[config.mk]
export PLATFORM = sky130hd
export DESIGN_NAME = axi_rd_arb_flat
export DESIGN_NICKNAME = d
export VERILOG_FILES = /design/src/rtl/defs_pkg.sv /design/src/rtl/axi_rd_arb_if.sv /design/src/rtl/axi_rd_arb.sv /design/src/flat_wrapper.sv
export SDC_FILE = /design/constraint.sdc
export NUM_CORES = 1
export LEC_CHECK = 0
export ABC_AREA = 1
export BUFFER_PORTS_ARGS = -buffer_cell sky130_fd_sc_hd__buf_2
export CAP_MARGIN = 30
export CORE_AREA = 2 2 115 117
export DETAILED_ROUTE_END_ITERATION = 10
export DIE_AREA = 0 0 117 119
export HOLD_SLACK_MARGIN = 0.15
export PLACE_DENSITY_LB_ADDON = 0.25
export SETUP_SLACK_MARGIN = 0.05
export SYNTH_ARGS = -nofsm -noshare
export SYNTH_HDL_FRONTEND = slang
export SYNTH_SLANG_ARGS = --single-unit
[constraint.sdc]
create_clock -name clk -period 2.8 [get_ports clk]
set_clock_uncertainty 0.2 [all_clocks]
set_input_delay 0.56 -clock clk [delete_from_list [all_inputs] [get_ports clk]]
set_output_delay 0.56 -clock clk [all_outputs]
set_load 0.05 [all_outputs]
[src/rtl/defs_pkg.sv]
// Shared definitions for the AXI read path.
//   AxiIdW : width of the master-side AR/R ID fields.
package defs_pkg;
  parameter int unsigned AxiIdW = 4;
endpackage

[src/rtl/axi_rd_arb_if.sv]
// Bundle of all handshake/bus signals around axi_rd_arb.
//   master : view used by the arbiter itself (drives s_arready, s_rvalid, s_r,
//            s_rlast, m_arvalid, m_ar, m_arid, m_rready, rid_err).
//   slave  : view used by the surrounding requesters and AXI slave.
interface axi_rd_arb_if #(
  parameter int unsigned AxiIdW = defs_pkg::AxiIdW
);
  // requester side (index 0 = IFU fetch, 1 = LSU load)
  logic [1:0]        s_arvalid;
  logic [1:0]        s_arready;
  logic [1:0][44:0]  s_ar;       // {araddr[31:0], arlen[7:0], arsize[2:0], arburst[1:0]}
  logic [1:0]        s_flush;
  logic [1:0]        s_rvalid;
  logic [1:0]        s_rready;
  logic [65:0]       s_r;        // {rdata[63:0], rresp[1:0]}
  logic              s_rlast;
  // master side
  logic              m_arvalid;
  logic              m_arready;
  logic [44:0]       m_ar;
  logic [AxiIdW-1:0] m_arid;
  logic              m_rvalid;
  logic              m_rready;
  logic [AxiIdW-1:0] m_rid;
  logic [65:0]       m_r;
  logic              m_rlast;
  logic              rid_err;

  modport master (
    input  s_arvalid, s_ar, s_flush, s_rready,
           m_arready, m_rvalid, m_rid, m_r, m_rlast,
    output s_arready, s_rvalid, s_r, s_rlast,
           m_arvalid, m_ar, m_arid, m_rready, rid_err
  );

  modport slave (
    output s_arvalid, s_ar, s_flush, s_rready,
           m_arready, m_rvalid, m_rid, m_r, m_rlast,
    input  s_arready, s_rvalid, s_r, s_rlast,
           m_arvalid, m_ar, m_arid, m_rready, rid_err
  );
endinterface

[src/rtl/axi_rd_arb.sv]
// Two-requester AXI read arbiter (IFU fetch = 0, LSU load = 1) with a single
// outstanding burst. Round-robin pointer flips to the other requester after
// each completed burst. A flush from the granted requester turns the rest of
// its burst into a drain (beats accepted and discarded). rid_err is a sticky
// flag for R beats whose ID does not match the issued AR ID.
// Ports:
//   clk   : clock, rising edge
//   rst_n : asynchronous active-low reset
//   bus   : axi_rd_arb_if.master (requester AR/R channels, master AR/R, rid_err)
module axi_rd_arb #(
  parameter int unsigned AxiIdW = defs_pkg::AxiIdW,
  parameter int unsigned NReq   = 2
) (
  input logic          clk,
  input logic          rst_n,
  axi_rd_arb_if.master bus
);

  typedef enum logic [1:0] {IDLE, ADDR, DATA} state_e;

  state_e      state_q;
  logic        grant_q;
  logic        ptr_q;
  logic        drop_q;
  logic [44:0] payload_q;
  logic        rid_err_q;

  logic              grant_sel;
  logic              req_any;
  logic              flush_now;
  logic              drop_eff;
  logic              beat_hs;
  logic [NReq-1:0]   arready_c;
  logic [NReq-1:0]   rvalid_c;
  logic              m_arvalid_c;
  logic [44:0]       m_ar_c;
  logic [AxiIdW-1:0] m_arid_c;
  logic              m_rready_c;
  logic [65:0]       s_r_c;
  logic              s_rlast_c;

  always_comb begin
    grant_sel   = bus.s_arvalid[ptr_q] ? ptr_q : ~ptr_q;
    req_any     = |bus.s_arvalid;
    flush_now   = bus.s_flush[grant_q] && (state_q != IDLE);
    // A flush in the same cycle as a beat must already suppress that beat.
    drop_eff    = drop_q | flush_now;
    m_arid_c    = AxiIdW'(grant_q);
    arready_c   = '0;
    rvalid_c    = '0;
    m_arvalid_c = 1'b0;
    m_ar_c      = '0;
    m_rready_c  = 1'b0;
    s_r_c       = '0;
    s_rlast_c   = 1'b0;
    unique case (state_q)
      IDLE: begin
        // Gated by rst_n so the grant ready is 0 while reset is held.
        if (req_any && rst_n) arready_c[grant_sel] = 1'b1;
      end
      ADDR: begin
        m_arvalid_c = 1'b1;
        m_ar_c      = payload_q;
      end
      DATA: begin
        s_r_c      = bus.m_r;
        s_rlast_c  = bus.m_rlast;
        m_rready_c = drop_eff ? 1'b1 : bus.s_rready[grant_q];
        rvalid_c[grant_q] = bus.m_rvalid & ~drop_eff;
      end
      default: ;
    endcase
    beat_hs = (state_q == DATA) && bus.m_rvalid && m_rready_c;
  end

  always_ff @(posedge clk or negedge rst_n) begin
    if (!rst_n) begin
      state_q   <= IDLE;
      grant_q   <= 1'b0;
      ptr_q     <= 1'b0;
      drop_q    <= 1'b0;
      payload_q <= '0;
      rid_err_q <= 1'b0;
    end else begin
      unique case (state_q)
        IDLE: begin
          if (req_any) begin
            grant_q   <= grant_sel;
            payload_q <= bus.s_ar[grant_sel];
            drop_q    <= 1'b0;
            state_q   <= ADDR;
          end
        end
        ADDR: begin
          if (flush_now)     drop_q  <= 1'b1;
          if (bus.m_arready) state_q <= DATA;
        end
        DATA: begin
          if (flush_now) drop_q <= 1'b1;
          if (beat_hs) begin
            if (bus.m_rid != m_arid_c) rid_err_q <= 1'b1;
            if (bus.m_rlast) begin
              state_q <= IDLE;
              ptr_q   <= ~grant_q;
            end
          end
        end
        default: state_q <= IDLE;
      endcase
    end
  end

  assign bus.s_arready = arready_c;
  assign bus.s_rvalid  = rvalid_c;
  assign bus.s_r       = s_r_c;
  assign bus.s_rlast   = s_rlast_c;
  assign bus.m_arvalid = m_arvalid_c;
  assign bus.m_ar      = m_ar_c;
  assign bus.m_arid    = m_arid_c;
  assign bus.m_rready  = m_rready_c;
  assign bus.rid_err   = rid_err_q;

endmodule

[src/flat_wrapper.sv]
// flat-port wrapper written by rule: the top's interface ports become plain ports
module axi_rd_arb_flat 
#(
  parameter int unsigned AxiIdW = defs_pkg::AxiIdW,
  parameter int unsigned NReq   = 2
)
  (clk, rst_n, bus_s_arvalid, bus_s_ar, bus_s_flush, bus_s_rready, bus_m_arready, bus_m_rvalid, bus_m_rid, bus_m_r, bus_m_rlast, bus_s_arready, bus_s_rvalid, bus_s_r, bus_s_rlast, bus_m_arvalid, bus_m_ar, bus_m_arid, bus_m_rready, bus_rid_err);
  axi_rd_arb_if #(.AxiIdW(AxiIdW)) bus_i ();
  input logic clk;
  input logic rst_n;
  input wire logic [$bits(bus_i.s_arvalid)-1:0] bus_s_arvalid;
  input wire logic [$bits(bus_i.s_ar)-1:0] bus_s_ar;
  input wire logic [$bits(bus_i.s_flush)-1:0] bus_s_flush;
  input wire logic [$bits(bus_i.s_rready)-1:0] bus_s_rready;
  input wire logic [$bits(bus_i.m_arready)-1:0] bus_m_arready;
  input wire logic [$bits(bus_i.m_rvalid)-1:0] bus_m_rvalid;
  input wire logic [$bits(bus_i.m_rid)-1:0] bus_m_rid;
  input wire logic [$bits(bus_i.m_r)-1:0] bus_m_r;
  input wire logic [$bits(bus_i.m_rlast)-1:0] bus_m_rlast;
  output wire logic [$bits(bus_i.s_arready)-1:0] bus_s_arready;
  output wire logic [$bits(bus_i.s_rvalid)-1:0] bus_s_rvalid;
  output wire logic [$bits(bus_i.s_r)-1:0] bus_s_r;
  output wire logic [$bits(bus_i.s_rlast)-1:0] bus_s_rlast;
  output wire logic [$bits(bus_i.m_arvalid)-1:0] bus_m_arvalid;
  output wire logic [$bits(bus_i.m_ar)-1:0] bus_m_ar;
  output wire logic [$bits(bus_i.m_arid)-1:0] bus_m_arid;
  output wire logic [$bits(bus_i.m_rready)-1:0] bus_m_rready;
  output wire logic [$bits(bus_i.rid_err)-1:0] bus_rid_err;
  assign bus_i.s_arvalid = bus_s_arvalid;
  assign bus_i.s_ar = bus_s_ar;
  assign bus_i.s_flush = bus_s_flush;
  assign bus_i.s_rready = bus_s_rready;
  assign bus_i.m_arready = bus_m_arready;
  assign bus_i.m_rvalid = bus_m_rvalid;
  assign bus_i.m_rid = bus_m_rid;
  assign bus_i.m_r = bus_m_r;
  assign bus_i.m_rlast = bus_m_rlast;
  assign bus_s_arready = bus_i.s_arready;
  assign bus_s_rvalid = bus_i.s_rvalid;
  assign bus_s_r = bus_i.s_r;
  assign bus_s_rlast = bus_i.s_rlast;
  assign bus_m_arvalid = bus_i.m_arvalid;
  assign bus_m_ar = bus_i.m_ar;
  assign bus_m_arid = bus_i.m_arid;
  assign bus_m_rready = bus_i.m_rready;
  assign bus_rid_err = bus_i.rid_err;
  axi_rd_arb #(.AxiIdW(AxiIdW), .NReq(NReq)) u_core (.clk(clk), .rst_n(rst_n), .bus(bus_i));
endmodule
==> results.tsv, run 1 <==
metric	value	unit
PwrDens	1130	mW/mm2
Unique masters post-synth	26	
Crit path top cell by count	inv_1	
relative slew slack	0.535	
Synth Area per Inst	6.84	um2
die footprint	0.0139	mm2
register-to-register setup slack	0.80	ns
CP Capture Type	output port	
CTS tree	done	
Post-Syn Area	0.00383	mm2
synth-to-layout area growth	43.6	%
most common cell after layout, fill and taps aside	buf_2	
Critical-path top delay cell	dfrtp_1	
worst vdd ir	0.487	mV
TritonCTS Buffers	5	
Vias/cell	4.38	
CP Launch Type	flop	
Seq/Total Area, Yosys	0.333	
final hold violation count	0	
DR vias	4385	
top cells by area, synth	dfrtp_1 (33%), nand2_1 (17%), inv_1 (12%)	
number of flops mapped to enable cells by yosys	0	
leakage	0.00386	uW
WL final	12700	um
largest area contributor in the netlist	dfrtp_1	
minimum clock period after layout	2.54	ns
Cell Chain, Critical Path	inv_1, ha_2, buf_6, nand2_1, inv_1, buf_2	
Routed Antenna Nets	0	
Setup Total Neg Slack	0	ns
gr ovfl total	0	
Synth warnings	0	
Yosys reg bits	51	
total global-route track usage	0.174	
worst skew pair latency	0.28	ns
die height	119	um
commonest non-fill, non-tap cells in the layout	buf_2 (290), nand2_1 (173), inv_1 (122)	
period utilisation layout	0.907	
cell count after synthesis	560	
clock sinks	51	
post-synthesis async set-or-reset flop share	1.00	
Inserted Diodes	0	
post-route DRC violation count	0	
critical path data arrival time	1.78	ns
clock-pin slew on the worst setup and hold paths	0.07	ns
Pwr Total	6190	uW
global-route wire length before repair	19400	um
Max Root-Sink Buffers	2	
Final setup viols	0	
Reg2Reg Depth	7	
Post-CTS Setup Bufs	0	
Initial DRC Count	209	
num rows	42	
Final Util	0.427	
max incr delay on CP	0.44	ns
Max Cap Violations	0	
Main synth FF type	dfrtp_1	
Slew @ Worst Pin	0.698	ns
largest net degree at the start of global routing	91	
Pre-Repair DR Iteration Count	6	
share of layout cells above drive strength 1	0.438	
unrepaired setup endpoints after global routing	false	
Hold Path Class	input pin to async pin	
final slew viol count	0	
Final Wtd Congestion	0.757	
worst path required time	2.04	ns
Crit Path Class	flop to output port	
root buf cell	clkbuf_16	
FMAX	394	MHz
status	completed	
IO Port Bufs	290	
Top Ports	294	
die width	117	um
layout net count	1000	
RR Startpoint	u_core.state_q[0]	
crit-path max FO	53	
Avg WL per Cell	12.7	um
Initial Util	0.298	
Core Region	0.0129	mm2
vias in the first global route	3988	
H-tree depth	2	
Yosys top cell area share	0.333	
initial antenna violation count	0	
reg2reg end	u_core.payload_q[9]	
Post-DP HPWL	9190	um
## cell usage after synthesis, drive strengths merged (2+ instances only)
master  number
a21oi        2
buf         28
clkbuf      17
dfrtp       51
ha           5
inv        125
nand2      175
nand3       96
nand4       45
nor2         6
nor3         2
o21ai        3
## kinds of logic after synthesis
logic type | synth area share
flip-flops | 0.333
XOR/XNOR | 0.00229
AO/OA/AOI/OAI | 0.0108
buffers and inverters | 0.197
other | 0.000979
adder cells (fa/ha/maj) | 0.0163
AND/OR/NAND/NOR | 0.439
## layout make-up
class                      count  area [um2]
inverter                     125         469
clock buffer                   6         129
sequential                    51        1280
multi-input combinational    341        1820
clock inverter                 2        38.8
timing repair buffer         300        1540
tap                          176         220
fill                        1367        7370
## routing by layer
layer,up-vias,share of wire,global-route usage
li1,2245,-,-
met1,1958,0.44,0.220
met2,168,0.48,0.301
met3,14,0.060,0.0280
met4,0,0.017,0.0485
met5,-,0,0
## timing repair
item                                    4_1_cts  5_1_grt
endpoints found under the setup margin        0       47
gates resized for setup                       0        1
hold buffers                                  0        0
## per-stage QoR
| step | hold WS, ns | std cells | worst slack, ns | cell area [um2] |
|---|---|---|---|---|
| 2_1_floorplan | 0.0644 | 562 | 0.0991 | 3840 |
| 3_3_place_gp | 0.253 | 993 | 0.490 | 5330 |
| 3_5_place_dp | 0.256 | 993 | 0.465 | 5330 |
| 4_1_cts | 0.272 | 1001 | 0.140 | 5500 |
| 5_1_grt | 0.285 | 1001 | 0.105 | 5500 |
| 6_report | 0.226 | 1001 | 0.260 | 5500 |
## registers in the layout, indices dropped and copies added (netlist names)
| register | count |
|---|---|
| u_core.payload_q | 45 |
| u_core.drop_q | 1 |
| u_core.grant_q | 1 |
| u_core.bus.rid_err | 1 |
| u_core.state_q | 2 |
| u_core.ptr_q | 1 |
## worst max-delay path: cells and delay by family, from the launching register on
family | cells | cell delay (ns)
adder cells (fa/ha/maj) | 1 | 0.20
buffers and inverters | 4 | 0.73
flip-flops | 1 | 0.44
AND/OR/NAND/NOR | 1 | 0.10
## worst max path at each step
stage                       from               end  slack (ns)  cells after the start
6_report       u_core.state_q[0]        bus_s_r[1]        0.26                      6
4_1_cts        u_core.state_q[0]       bus_s_r[41]        0.14                      6
3_3_place_gp   u_core.state_q[0]       bus_s_r[41]        0.49                      6
5_1_grt        u_core.state_q[1]  bus_s_arready[0]        0.11                      7
2_1_floorplan  u_core.state_q[1]      bus_m_ar[10]         0.1                      6
3_5_place_dp   u_core.state_q[0]       bus_s_r[41]        0.46                      6
## report_power, final
part	switching, uW	internal, uW
sequential	206	1100
clock	277	426
combinational	3140	1040
total	3630	2570
Power figures use the tool's default switching activity.
==> run 2, diff against run 1 <==
Settings changed: RECOVER_POWER from default to 50.
==> results.tsv, run 2 (synthesis results as in run 1) <==
metric	value	unit	change
status	completed		unchanged
post-route DRC violation count	0		unchanged
gr ovfl total	0		unchanged
vias in the first global route	3988		unchanged
hold slack	0.271	ns	was 0.226 ns
Max Cap Violations	0		unchanged
Max Root-Sink Buffers	2		unchanged
die height	119	um	unchanged
period utilisation layout	0.921		was 0.907
Critical-path top delay cell	clkbuf_1		was dfrtp_1
RR Startpoint	u_core.state_q[0]		unchanged
Hold Path Class	flop to flop		was input pin to async pin
crit path buf inv count	4		unchanged
largest net degree at the start of global routing	91		unchanged
most common cell after layout, fill and taps aside	buf_2		unchanged
Power Internal	2550	uW	was 2570 uW
minimum clock period after layout	2.58	ns	was 2.54 ns
CP Capture Type	output port		unchanged
critical path data arrival time	1.82	ns	was 1.78 ns
clock sinks	51		unchanged
Final Wtd Congestion	0.757		unchanged
commonest non-fill, non-tap cells in the layout	buf_2 (280), nand2_1 (173), inv_1 (123)		was buf_2 (290), nand2_1 (173), inv_1 (122)
TritonCTS Buffers	5		unchanged
Post-DP HPWL	9190	um	unchanged
Setup Total Neg Slack	0	ns	unchanged
Avg WL per Cell	12.7	um	about the same
total global-route track usage	0.174		unchanged
worst skew pair latency	0.28	ns	about the same
total net switching power	3620	uW	was 3630 uW
num rows	42		unchanged
hold path cells	1		
share of layout cells above drive strength 1	0.422		was 0.438
clock-pin slew on the worst setup and hold paths	0.07	ns	about the same
synth-to-layout area growth	42.8	%	was 43.6%
unrepaired setup endpoints after global routing	false		unchanged
CP Launch Type	flop		unchanged
Reg with most FFs	u_core.payload_q		unchanged
die footprint	0.0139	mm2	unchanged
root buf cell	clkbuf_16		unchanged
CTS tree	done		unchanged
IO Port Bufs	290		unchanged
max incr delay on CP	0.46	ns	was 0.44 ns
relative slew slack	0.101		was 0.535
Reg2Reg Depth	8		was 7
Pre-Repair DR Iteration Count	4		was 6
Cell Chain, Critical Path	inv_1, ha_2, buf_4, nand2_1, inv_1, clkbuf_1		was inv_1, ha_2, buf_6, nand2_1, inv_1, buf_2
Critical Path Start	u_core.state_q[0]		unchanged
reg2reg end	u_core.payload_q[33]		was u_core.payload_q[9]
DR vias	4364		was 4385
Core Region	0.0129	mm2	unchanged
Crit Path Class	flop to output port		unchanged
die width	117	um	unchanged
CP top delay family	buffers and inverters		unchanged
register-to-register setup slack	0.44	ns	was 0.80 ns
Regs by FF count	u_core.payload_q (45), u_core.state_q (2)		unchanged
crit path to	bus_s_r[47]		was bus_s_r[1]
global-route wire length before repair	19400	um	unchanged
Vias/cell	4.36		was 4.38
switching part of the total	0.587		was 0.586
layout net count	1000		unchanged
sequential fraction of design power	0.212		was 0.211
crit-path max FO	16		was 53
Initial DRC Count	208		was 209
final hold violation count	0		unchanged
max reg flops	45		unchanged
WL final	12700	um	about the same
FMAX	388	MHz	was 394 MHz
final slew viol count	0		unchanged
H-tree depth	2		unchanged
Area after DPL	0.00533	mm2	unchanged
Final setup viols	0		unchanged
Top Ports	294		unchanged
Initial Util	0.298		unchanged
post-route cell area	0.00547	mm2	was 0.00550 mm2
Comb power frac	0.674		was 0.675
Crit path top cell by count	inv_1		unchanged
worst path required time	2.04	ns	about the same
PwrDens	1130	mW/mm2	about the same
Post-CTS Setup Bufs	0		unchanged
worst vdd ir	0.490	mV	was 0.487 mV
Worst path depth	6		unchanged
leakage	0.00382	uW	was 0.00386 uW
Slew @ Worst Pin	1.35	ns	was 0.698 ns
initial antenna violation count	0		unchanged
Inserted Diodes	0		unchanged
Final Util	0.425		was 0.427
Routed Antenna Nets	0		unchanged
clock power share	0.114		about the same
==> run 2: cell types whose count changed in the layout (fill, tap and decap cells not counted), sizes merged <==
cell | before | now
clkbuf | 6 | 18
buf | 300 | 288
==> run 2: how the worst min path moves through the flow <==
stage | from | end | slack (ns)
CTS | u_core.bus.rid_err | u_core.bus.rid_err | 0.27
floorplan | rst_n | u_core.bus.rid_err | 0.06
global placement | u_core.bus.rid_err | u_core.bus.rid_err | 0.25
finish | u_core.bus.rid_err | u_core.bus.rid_err | 0.27
detailed placement | u_core.bus.rid_err | u_core.bus.rid_err | 0.26
global route | u_core.bus.rid_err | u_core.bus.rid_err | 0.29
==> run 2: metrics by stage <==
stage	worst slack [ns]	std cells	power, uW
after floorplan	0.0991	562	4670
after global placement	0.490	993	5520
after detailed placement	0.465	993	5530
after CTS	0.140	1001	6260
after global routing	0.0620	1001	6640
final	0.221	1001	6170
==> run 2: per-layer routing <==
metal,up-vias,track usage,share of wire
met5,-,0,0
met4,0,0.0485,0.017
met3,14,0.0280,0.060
met2,170,0.301,0.47
met1,1934,0.220,0.45
li1,2246,-,-
==> run 2: final cells by class <==
type                    count  area (um2)
clock inverters             2        38.8
clock buffers               6         129
well taps                 176         220
multi-input cells         341        1810
flip-flops and latches     51        1280
repair buffers            300        1530
inverters                 125         469
fillers                  1372        7400
==> run 2: power by group through the flow <==
stage,Combinational [uW],Sequential (uW),Clock [uW]
finish,4160,1310,705
global route,4520,1360,766
CTS,4230,1300,734
detailed placement,4220,1310,0
global placement,4210,1310,0
floorplan,3380,1290,0
==> run 2: what timing repair did <==
action	in CTS	in global routing
hold buffers	0	0
gates resized for setup	0	1
endpoints found under the setup margin	0	47
